`src/rtl/sva_eval_sched_if.sv`:
```
// rtl/sva_eval_sched_if.sv - grant/result handshake between the evaluation scheduler and its monitors
// Signals (one bit per monitor):
//   eval_start : one-hot, one-cycle grant pulse from the scheduler
//   eval_done  : monitor finished its evaluation for this grant
//   eval_succ  : result qualifier, assertion passed
//   eval_fail  : result qualifier, assertion failed
// Modports: master = scheduler side, slave = monitor side.
interface sva_eval_sched_if #(
  parameter int NUM_MON = 4
);
  logic [NUM_MON-1:0] eval_start;
  logic [NUM_MON-1:0] eval_done;
  logic [NUM_MON-1:0] eval_succ;
  logic [NUM_MON-1:0] eval_fail;

  modport master (
    output eval_start,
    input  eval_done,
    input  eval_succ,
    input  eval_fail
  );

  modport slave (
    input  eval_start,
    output eval_done,
    output eval_succ,
    output eval_fail
  );
endinterface

```
`src/rtl/sva_eval_sched.sv`:
```
// rtl/sva_eval_sched.sv - round-robin scheduler sharing one evaluation slot among SVA monitors
// Ports:
//   i_sys_clk, i_sys_rst : scheduler clock, asynchronous active-high reset
//   i_gclk, i_grst       : user clock (sampled as data) and its level reset
//   i_mon_en             : per-monitor enable mask, latched at round start
//   i_clr_stats          : synchronous clear of counters and sticky flags
//   bus (master)         : eval_start grants out, eval_done/succ/fail results in
//   o_busy               : round in progress
//   o_round_done         : one-cycle pulse at the end of each round
//   o_pass_cnt           : saturating count of passing results
//   o_fail_cnt           : saturating count of failing results and timeouts
//   o_missed_cnt         : saturating count of dropped gclk edges
//   o_overrun            : sticky, a gclk edge was dropped
//   o_timeout_err        : sticky, a monitor did not answer in time
module sva_eval_sched #(
  parameter int NUM_MON   = 4,
  parameter int CNT_WIDTH = 16,
  parameter int TIMEOUT   = 64
) (
  input  logic                 i_sys_clk,
  input  logic                 i_sys_rst,
  input  logic                 i_gclk,
  input  logic                 i_grst,
  input  logic [NUM_MON-1:0]   i_mon_en,
  input  logic                 i_clr_stats,
  sva_eval_sched_if.master     bus,
  output logic                 o_busy,
  output logic                 o_round_done,
  output logic [CNT_WIDTH-1:0] o_pass_cnt,
  output logic [CNT_WIDTH-1:0] o_fail_cnt,
  output logic [CNT_WIDTH-1:0] o_missed_cnt,
  output logic                 o_overrun,
  output logic                 o_timeout_err
);

  localparam int PTR_W = (NUM_MON > 1) ? $clog2(NUM_MON) : 1;
  localparam int TMO_W = $clog2(TIMEOUT);
  localparam logic [TMO_W-1:0] TMO_LAST = TMO_W'(TIMEOUT - 1);
  localparam logic [PTR_W-1:0] PTR_LAST = PTR_W'(NUM_MON - 1);

  typedef enum logic [1:0] {
    S_IDLE = 2'd0,
    S_ARB  = 2'd1,
    S_WAIT = 2'd2,
    S_DONE = 2'd3
  } state_t;

  state_t               r_state;
  logic                 r_gclk_d0;
  logic                 r_gclk_d1;
  logic                 r_pend;
  logic [NUM_MON-1:0]   r_mask;
  logic [PTR_W-1:0]     r_rr_ptr;
  logic [PTR_W-1:0]     r_gnt;
  logic [TMO_W-1:0]     r_tmo;
  logic [NUM_MON-1:0]   r_start;
  logic                 r_busy;
  logic                 r_round_done;
  logic [CNT_WIDTH-1:0] r_pass;
  logic [CNT_WIDTH-1:0] r_fail;
  logic [CNT_WIDTH-1:0] r_missed;
  logic                 r_overrun;
  logic                 r_timeout;

  logic                 w_tick;
  logic [NUM_MON-1:0]   w_arb_src;
  int                   w_arb_idx;
  logic [PTR_W-1:0]     w_pick;
  logic [NUM_MON-1:0]   w_pick_oh;
  logic                 w_in_wait;
  logic                 w_done_g;
  logic                 w_succ_g;
  logic                 w_fail_g;
  logic                 w_tmo_hit;
  logic                 w_wait_exit;
  logic                 w_pass_inc;
  logic                 w_fail_inc;
  logic                 w_tmo_evt;
  logic                 w_miss;

  function automatic int wrap_idx(input int base, input int off);
    int s;
    s = base + off;
    if (s >= NUM_MON) s = s - NUM_MON;
    return s;
  endfunction

  // gclk is plain data here; the extra ~i_grst term suppresses the edge that
  // the still-set d0 flop would otherwise produce in the cycle grst rises.
  assign w_tick = r_gclk_d0 & ~r_gclk_d1 & ~i_grst;

  always_ff @(posedge i_sys_clk or posedge i_sys_rst) begin
    if (i_sys_rst) begin
      r_gclk_d0 <= 1'b0;
      r_gclk_d1 <= 1'b0;
    end else if (i_grst) begin
      r_gclk_d0 <= 1'b0;
      r_gclk_d1 <= 1'b0;
    end else begin
      r_gclk_d0 <= i_gclk;
      r_gclk_d1 <= r_gclk_d0;
    end
  end

  // The grant is picked one cycle early so eval_start can be registered and
  // still be high during ARB. From IDLE the round's mask is the live enable
  // (about to be latched); from WAIT it is the remaining latched mask.
  assign w_arb_src = (r_state == S_IDLE) ? i_mon_en : r_mask;

  // Scan downward so the candidate nearest to rr_ptr is written last and wins.
  always_comb begin
    w_arb_idx = 0;
    for (int i = NUM_MON - 1; i >= 0; i--) begin
      if (w_arb_src[wrap_idx(int'(r_rr_ptr), i)]) begin
        w_arb_idx = wrap_idx(int'(r_rr_ptr), i);
      end
    end
    w_pick    = PTR_W'(w_arb_idx);
    w_pick_oh = NUM_MON'(1) << w_pick;
  end

  assign w_in_wait   = (r_state == S_WAIT);
  assign w_done_g    = bus.eval_done[r_gnt];
  assign w_succ_g    = bus.eval_succ[r_gnt];
  assign w_fail_g    = bus.eval_fail[r_gnt];
  assign w_tmo_hit   = (r_tmo == TMO_LAST);
  assign w_wait_exit = w_in_wait & (w_done_g | w_tmo_hit);

  // A real answer on the last allowed cycle takes precedence over the timeout.
  assign w_pass_inc = w_in_wait & w_done_g & w_succ_g;
  assign w_tmo_evt  = w_in_wait & ~w_done_g & w_tmo_hit;
  assign w_fail_inc = (w_in_wait & w_done_g & ~w_succ_g & w_fail_g) | w_tmo_evt;
  assign w_miss     = w_tick & r_pend & (r_state != S_IDLE);

  always_ff @(posedge i_sys_clk or posedge i_sys_rst) begin
    if (i_sys_rst) begin
      r_state      <= S_IDLE;
      r_pend       <= 1'b0;
      r_mask       <= '0;
      r_rr_ptr     <= '0;
      r_gnt        <= '0;
      r_tmo        <= '0;
      r_start      <= '0;
      r_busy       <= 1'b0;
      r_round_done <= 1'b0;
    end else begin
      // An edge arriving while a round runs is remembered once; in IDLE a
      // pending edge is consumed, but a fresh edge in that same cycle re-arms it.
      if (r_state == S_IDLE) begin
        if (w_tick || r_pend) r_pend <= w_tick & r_pend;
      end else if (w_tick) begin
        r_pend <= 1'b1;
      end

      case (r_state)
        S_IDLE: begin
          if (w_tick || r_pend) begin
            r_mask <= i_mon_en;
            r_busy <= 1'b1;
            if (|i_mon_en) begin
              r_state <= S_ARB;
              r_gnt   <= w_pick;
              r_start <= w_pick_oh;
            end else begin
              r_state      <= S_DONE;
              r_round_done <= 1'b1;
            end
          end
        end
        S_ARB: begin
          r_start        <= '0;
          r_mask[r_gnt]  <= 1'b0;
          r_tmo          <= '0;
          r_state        <= S_WAIT;
        end
        S_WAIT: begin
          if (w_wait_exit) begin
            if (|r_mask) begin
              r_state <= S_ARB;
              r_gnt   <= w_pick;
              r_start <= w_pick_oh;
            end else begin
              r_state      <= S_DONE;
              r_round_done <= 1'b1;
            end
          end else begin
            r_tmo <= r_tmo + 1'b1;
          end
        end
        S_DONE: begin
          r_round_done <= 1'b0;
          r_busy       <= 1'b0;
          r_rr_ptr     <= (r_rr_ptr == PTR_LAST) ? '0 : r_rr_ptr + 1'b1;
          r_state      <= S_IDLE;
        end
        default: begin
          r_state <= S_IDLE;
        end
      endcase
    end
  end

  // Statistics: clear has priority over any same-cycle increment.
  always_ff @(posedge i_sys_clk or posedge i_sys_rst) begin
    if (i_sys_rst) begin
      r_pass    <= '0;
      r_fail    <= '0;
      r_missed  <= '0;
      r_overrun <= 1'b0;
      r_timeout <= 1'b0;
    end else if (i_clr_stats) begin
      r_pass    <= '0;
      r_fail    <= '0;
      r_missed  <= '0;
      r_overrun <= 1'b0;
      r_timeout <= 1'b0;
    end else begin
      if (w_pass_inc && (r_pass != '1)) r_pass <= r_pass + 1'b1;
      if (w_fail_inc && (r_fail != '1)) r_fail <= r_fail + 1'b1;
      if (w_tmo_evt) r_timeout <= 1'b1;
      if (w_miss) begin
        r_overrun <= 1'b1;
        if (r_missed != '1) r_missed <= r_missed + 1'b1;
      end
    end
  end

  assign bus.eval_start = r_start;
  assign o_busy         = r_busy;
  assign o_round_done   = r_round_done;
  assign o_pass_cnt     = r_pass;
  assign o_fail_cnt     = r_fail;
  assign o_missed_cnt   = r_missed;
  assign o_overrun      = r_overrun;
  assign o_timeout_err  = r_timeout;

endmodule
```
`src/flat_wrapper.sv`:
```
// flat-port wrapper written by rule: the top's interface ports become plain ports
module sva_eval_sched_flat 
#(
  parameter int NUM_MON   = 4,
  parameter int CNT_WIDTH = 16,
  parameter int TIMEOUT   = 64
)
  (i_sys_clk, i_sys_rst, i_gclk, i_grst, i_mon_en, i_clr_stats, o_busy, o_round_done, o_pass_cnt, o_fail_cnt, o_missed_cnt, o_overrun, o_timeout_err, bus_eval_start, bus_eval_done, bus_eval_succ, bus_eval_fail);
  sva_eval_sched_if #(.NUM_MON(NUM_MON)) bus_i ();
  input  logic i_sys_clk;
  input  logic i_sys_rst;
  input  logic i_gclk;
  input  logic i_grst;
  input  logic [NUM_MON-1:0] i_mon_en;
  input  logic i_clr_stats;
  output logic o_busy;
  output logic o_round_done;
  output logic [CNT_WIDTH-1:0] o_pass_cnt;
  output logic [CNT_WIDTH-1:0] o_fail_cnt;
  output logic [CNT_WIDTH-1:0] o_missed_cnt;
  output logic o_overrun;
  output logic o_timeout_err;
  output wire logic [$bits(bus_i.eval_start)-1:0] bus_eval_start;
  input wire logic [$bits(bus_i.eval_done)-1:0] bus_eval_done;
  input wire logic [$bits(bus_i.eval_succ)-1:0] bus_eval_succ;
  input wire logic [$bits(bus_i.eval_fail)-1:0] bus_eval_fail;
  assign bus_eval_start = bus_i.eval_start;
  assign bus_i.eval_done = bus_eval_done;
  assign bus_i.eval_succ = bus_eval_succ;
  assign bus_i.eval_fail = bus_eval_fail;
  sva_eval_sched #(.NUM_MON(NUM_MON), .CNT_WIDTH(CNT_WIDTH), .TIMEOUT(TIMEOUT)) u_core (.i_sys_clk(i_sys_clk), .i_sys_rst(i_sys_rst), .i_gclk(i_gclk), .i_grst(i_grst), .i_mon_en(i_mon_en), .i_clr_stats(i_clr_stats), .bus(bus_i), .o_busy(o_busy), .o_round_done(o_round_done), .o_pass_cnt(o_pass_cnt), .o_fail_cnt(o_fail_cnt), .o_missed_cnt(o_missed_cnt), .o_overrun(o_overrun), .o_timeout_err(o_timeout_err));
endmodule
```
`config.mk`:
```
export PLATFORM = sky130hd
export DESIGN_NAME = sva_eval_sched_flat
export DESIGN_NICKNAME = d
export VERILOG_FILES = /design/src/rtl/sva_eval_sched_if.sv /design/src/rtl/sva_eval_sched.sv /design/src/flat_wrapper.sv
export SDC_FILE = /design/constraint.sdc
export NUM_CORES = 1
export LEC_CHECK = 0
export CAP_MARGIN = 5
export CORE_ASPECT_RATIO = 0.7
export CORE_MARGIN = 1.5
export CORE_UTILIZATION = 57
export CTS_CLUSTER_SIZE = 20
export DETAILED_ROUTE_END_ITERATION = 16
export MAX_ROUTING_LAYER = met4
export PLACE_DENSITY = 0.86
export SLEW_MARGIN = 20
export SYNTH_ARGS = -nofsm -noshare
export SYNTH_HDL_FRONTEND = slang
export SYNTH_SLANG_ARGS = --single-unit
```
`constraint.sdc`:
```
create_clock -name i_sys_clk -period 5.3 [get_ports i_sys_clk]
set_input_delay 0.53 -clock i_sys_clk [delete_from_list [all_inputs] [get_ports i_sys_clk]]
set_output_delay 0.53 -clock i_sys_clk [all_outputs]
set_load 0.005 [all_outputs]
```
==> impl_metrics.tcl <==
set metrics [dict create \
    timing.final.crit_period_ns 2.92 \
    fillers 525 \
    synthCells 460 \
    status "completed" \
    setup_violations 0 \
    hold_viol 0 \
    r2r_cells 7 \
    post-place-ws_ns 2.39 \
    skew_ns 0.00770 \
    grt-ovfl-total 0 \
    synth_cell_types 60 \
    cts_resized 0 \
    cpPeakStageDelay_ns 0.72 \
    synthesis.nets 490 \
    pwr-share-clk 0.287 \
    grt_max_degree 76 \
    clock_latency_ns 0.34 \
    layout-drive-gt1-share 0.0768 \
    fin_ws_ns 2.38 \
    irDropWorstVdd_v 0.000271 \
    hold_ws_ns 0.515 \
    yosysSeqAreaShare 0.434 \
    grt_pass1_wl_um 17100 \
    worstSetupEndpointType "flip-flop" \
    h-tree-depth 3 \
    drt-total-wl_um 10300 \
    cts_hold_buf 0 \
    viasPerCell 6.12 \
    avgRoutedWirePerCell_um 16.3 \
    rsz0062_at_grt "false" \
    syn_area_per_cell_um2 9.39 \
    seq_power_share 0.364 \
    p_leak_uw 0.00213 \
    pwr-share-comb 0.349 \
    grt_pass1_vias 3569 \
    crit_fanout 23 \
    intPower_uw 1270 \
    place.port_buffers 76 \
    ys_seq_elements 75 \
    sw_frac_of_total 0.347 \
    clk_path_buf_depth 2 \
    crit_buf_inv 1 \
    cp.arrival_ns 3.18 \
    die_x_um 107 \
    tightest_slew_ns 1.02 \
    antenna_found_initial 0 \
    relSlewSlack 0.323 \
    rows 26 \
    initial_core_util 0.590 \
    place_area_um2 5120 \
    stdcell_area_um2 5390 \
    fp.dieH_um 75.8 \
    cts_tree "yes" \
    die_area_um2 8120 \
    async_reset_ff_frac 1.00 \
    gp_congestion 0.908 \
    fmax_ghz 0.343 \
    clk_pin_slew_worst_paths_ns 0.07 \
    area_growth_syn_to_layout_pct 24.8 \
    path_delay_family "adder cells" \
    track_usage 0.277 \
    netSwitchingPower_uw 676 \
    drcViolationCount 0 \
    hold_path.class "reg2reg" \
    tns_ns 0 \
    fin_crit_sh 0.550 \
    power.density_nw_per_um2 361 \
    slew_viol_final 0 \
    ant_nets 0 \
    core_area_um2 7320 \
    yosys_warnings 0 \
    criticalPathCategory "reg2reg" \
    cap_violations 0 \
    synth-edff-count 0 \
    cts_sinks 75 \
    synth_ff_type "dfrtp_1" \
    crit_required_ns 5.57 \
    crit_chain "inv_1 -> ha_1 -> mux2i_1 -> a221oi_1 -> a31oi_1 -> or3b_2 -> o2bb2ai_1" \
    dr.pass1.iters 5 \
    slowest_stage "ha_1" \
    postCtsSetupBuffers 0 \
    cp-start-kind "flip-flop" \
    netlist_area_um2 4320 \
    num_antenna_cells 0 \
    pin_count 77 \
    cts_made_buffers 9 \
    drt_iter0_markers 229 \
    num_vias 3870 \
    fin_nets 559 \
    root_buffer "clkbuf_8" \
    place_hpwl_um 7350 \
    crit_cells 7 \
    whs_path_depth 1 \
]
cell usage in the layout (no fill, tap or decap), types with 14 or more instances in the layout:
cell type and n:
nand4_1 14, inv_1 15, nand3_1 21, a21oi_1 26, nor2_1 53, clkdlybuf4s50_1 75
o21ai_0 23, nand2_1 33, xnor2_1 22, dfrtp_1 75
power groups by stage:
| stage | combinational (µW) | clock (µW) | sequential (µW) |
|---|---|---|---|
| after global routing | 751 | 586 | 719 |
| final | 678 | 559 | 708 |
| after detailed placement | 665 | 0 | 717 |
| after global placement | 632 | 0 | 714 |
| after floorplan | 515 | 0 | 689 |
| after CTS | 665 | 565 | 707 |
metrics by stage:
step | power, µW | std cells | util
finish | 1950 | 632 | 0.736
global route | 2060 | 632 | 0.736
CTS | 1940 | 632 | 0.735
detailed placement | 1380 | 616 | 0.699
global placement | 1350 | 616 | 0.699
floorplan | 1200 | 460 | -
registers in the layout (all words and copies together) (netlist names):
name	count
u_core.bus.eval_start	4
u_core.o_busy	1
u_core.o_fail_cnt	16
u_core.o_missed_cnt	16
u_core.o_overrun	1
u_core.o_pass_cnt	16
u_core.o_round_done	1
u_core.o_timeout_err	1
u_core.r_gclk_d0	1
u_core.r_gclk_d1	1
u_core.r_gnt	2
u_core.r_mask	4
u_core.r_pend	1
u_core.r_rr_ptr	2
u_core.r_state	2
u_core.r_tmo	6
cell type report:
class                      count  area [µm²]  share of cell area
inverter                      16        60.1              0.0111
clock buffer                  12         165              0.0306
sequential                    75        1880               0.348
timing repair buffer          77         763               0.142
clock inverter                 4        95.1              0.0176
multi-input combinational    350        2310               0.428
tap                           98         123              0.0227
synth_stat cells, drive strengths merged (9+ instances only):
cell type	number	area, µm²
a21oi	26	130
clkbuf	16	60.1
dfrtp	75	1880
ha	9	113
inv	16	60.1
mux2	9	101
nand2	33	124
nand3	21	105
nand4	14	87.6
nor2	53	199
nor2b	13	81.3
nor3	11	55.1
nor4	11	68.8
o21ai	23	115
xnor2	22	193
routing by layer:
layer | up-vias | track usage | routed length [µm]
met5 | - | - | 0
met4 | 0 | 0.0652 | 110
met3 | 15 | 0.0547 | 680
met2 | 168 | 0.442 | 4770
met1 | 1863 | 0.371 | 4760
li1 | 1824 | - | -
logic make-up (layout without fill, tap and decap cells):
| logic type | Yosys count | count (layout) | share of synthesized area |
|---|---|---|---|
| multiplexers | 21 | 21 | 0.0637 |
| AND/OR/NAND/NOR | 198 | 198 | 0.244 |
| adder cells (fa/ha/maj) | 9 | 9 | 0.0261 |
| flip-flops | 75 | 75 | 0.434 |
| XOR/XNOR | 26 | 26 | 0.0527 |
| buffers and inverters | 35 | 109 | 0.0342 |
| AO/OA/AOI/OAI | 96 | 96 | 0.145 |
path summary, 6_finish.rpt:
kind                                                       from                                    to  slack (ns)
hold / removal             u_core.bus.eval_start[2]$_DFFE_PP0P_  u_core.bus.eval_start[2]$_DFFE_PP0P_        0.52
min in group asynchronous                             i_sys_rst           u_core.r_gnt[1]$_DFFE_PP0P_        0.81
max in group asynchronous                             i_sys_rst     u_core.o_fail_cnt[12]$_DFFE_PP0P_        3.91
hold reg to reg            u_core.bus.eval_start[2]$_DFFE_PP0P_  u_core.bus.eval_start[2]$_DFFE_PP0P_        0.52
setup / recovery                  u_core.r_state[1]$_DFFE_PP0P_  u_core.bus.eval_start[3]$_DFFE_PP0P_        2.38
setup reg to reg                  u_core.r_state[1]$_DFFE_PP0P_  u_core.bus.eval_start[3]$_DFFE_PP0P_        2.38
No activity file was read; power rests on OpenSTA's default activity.
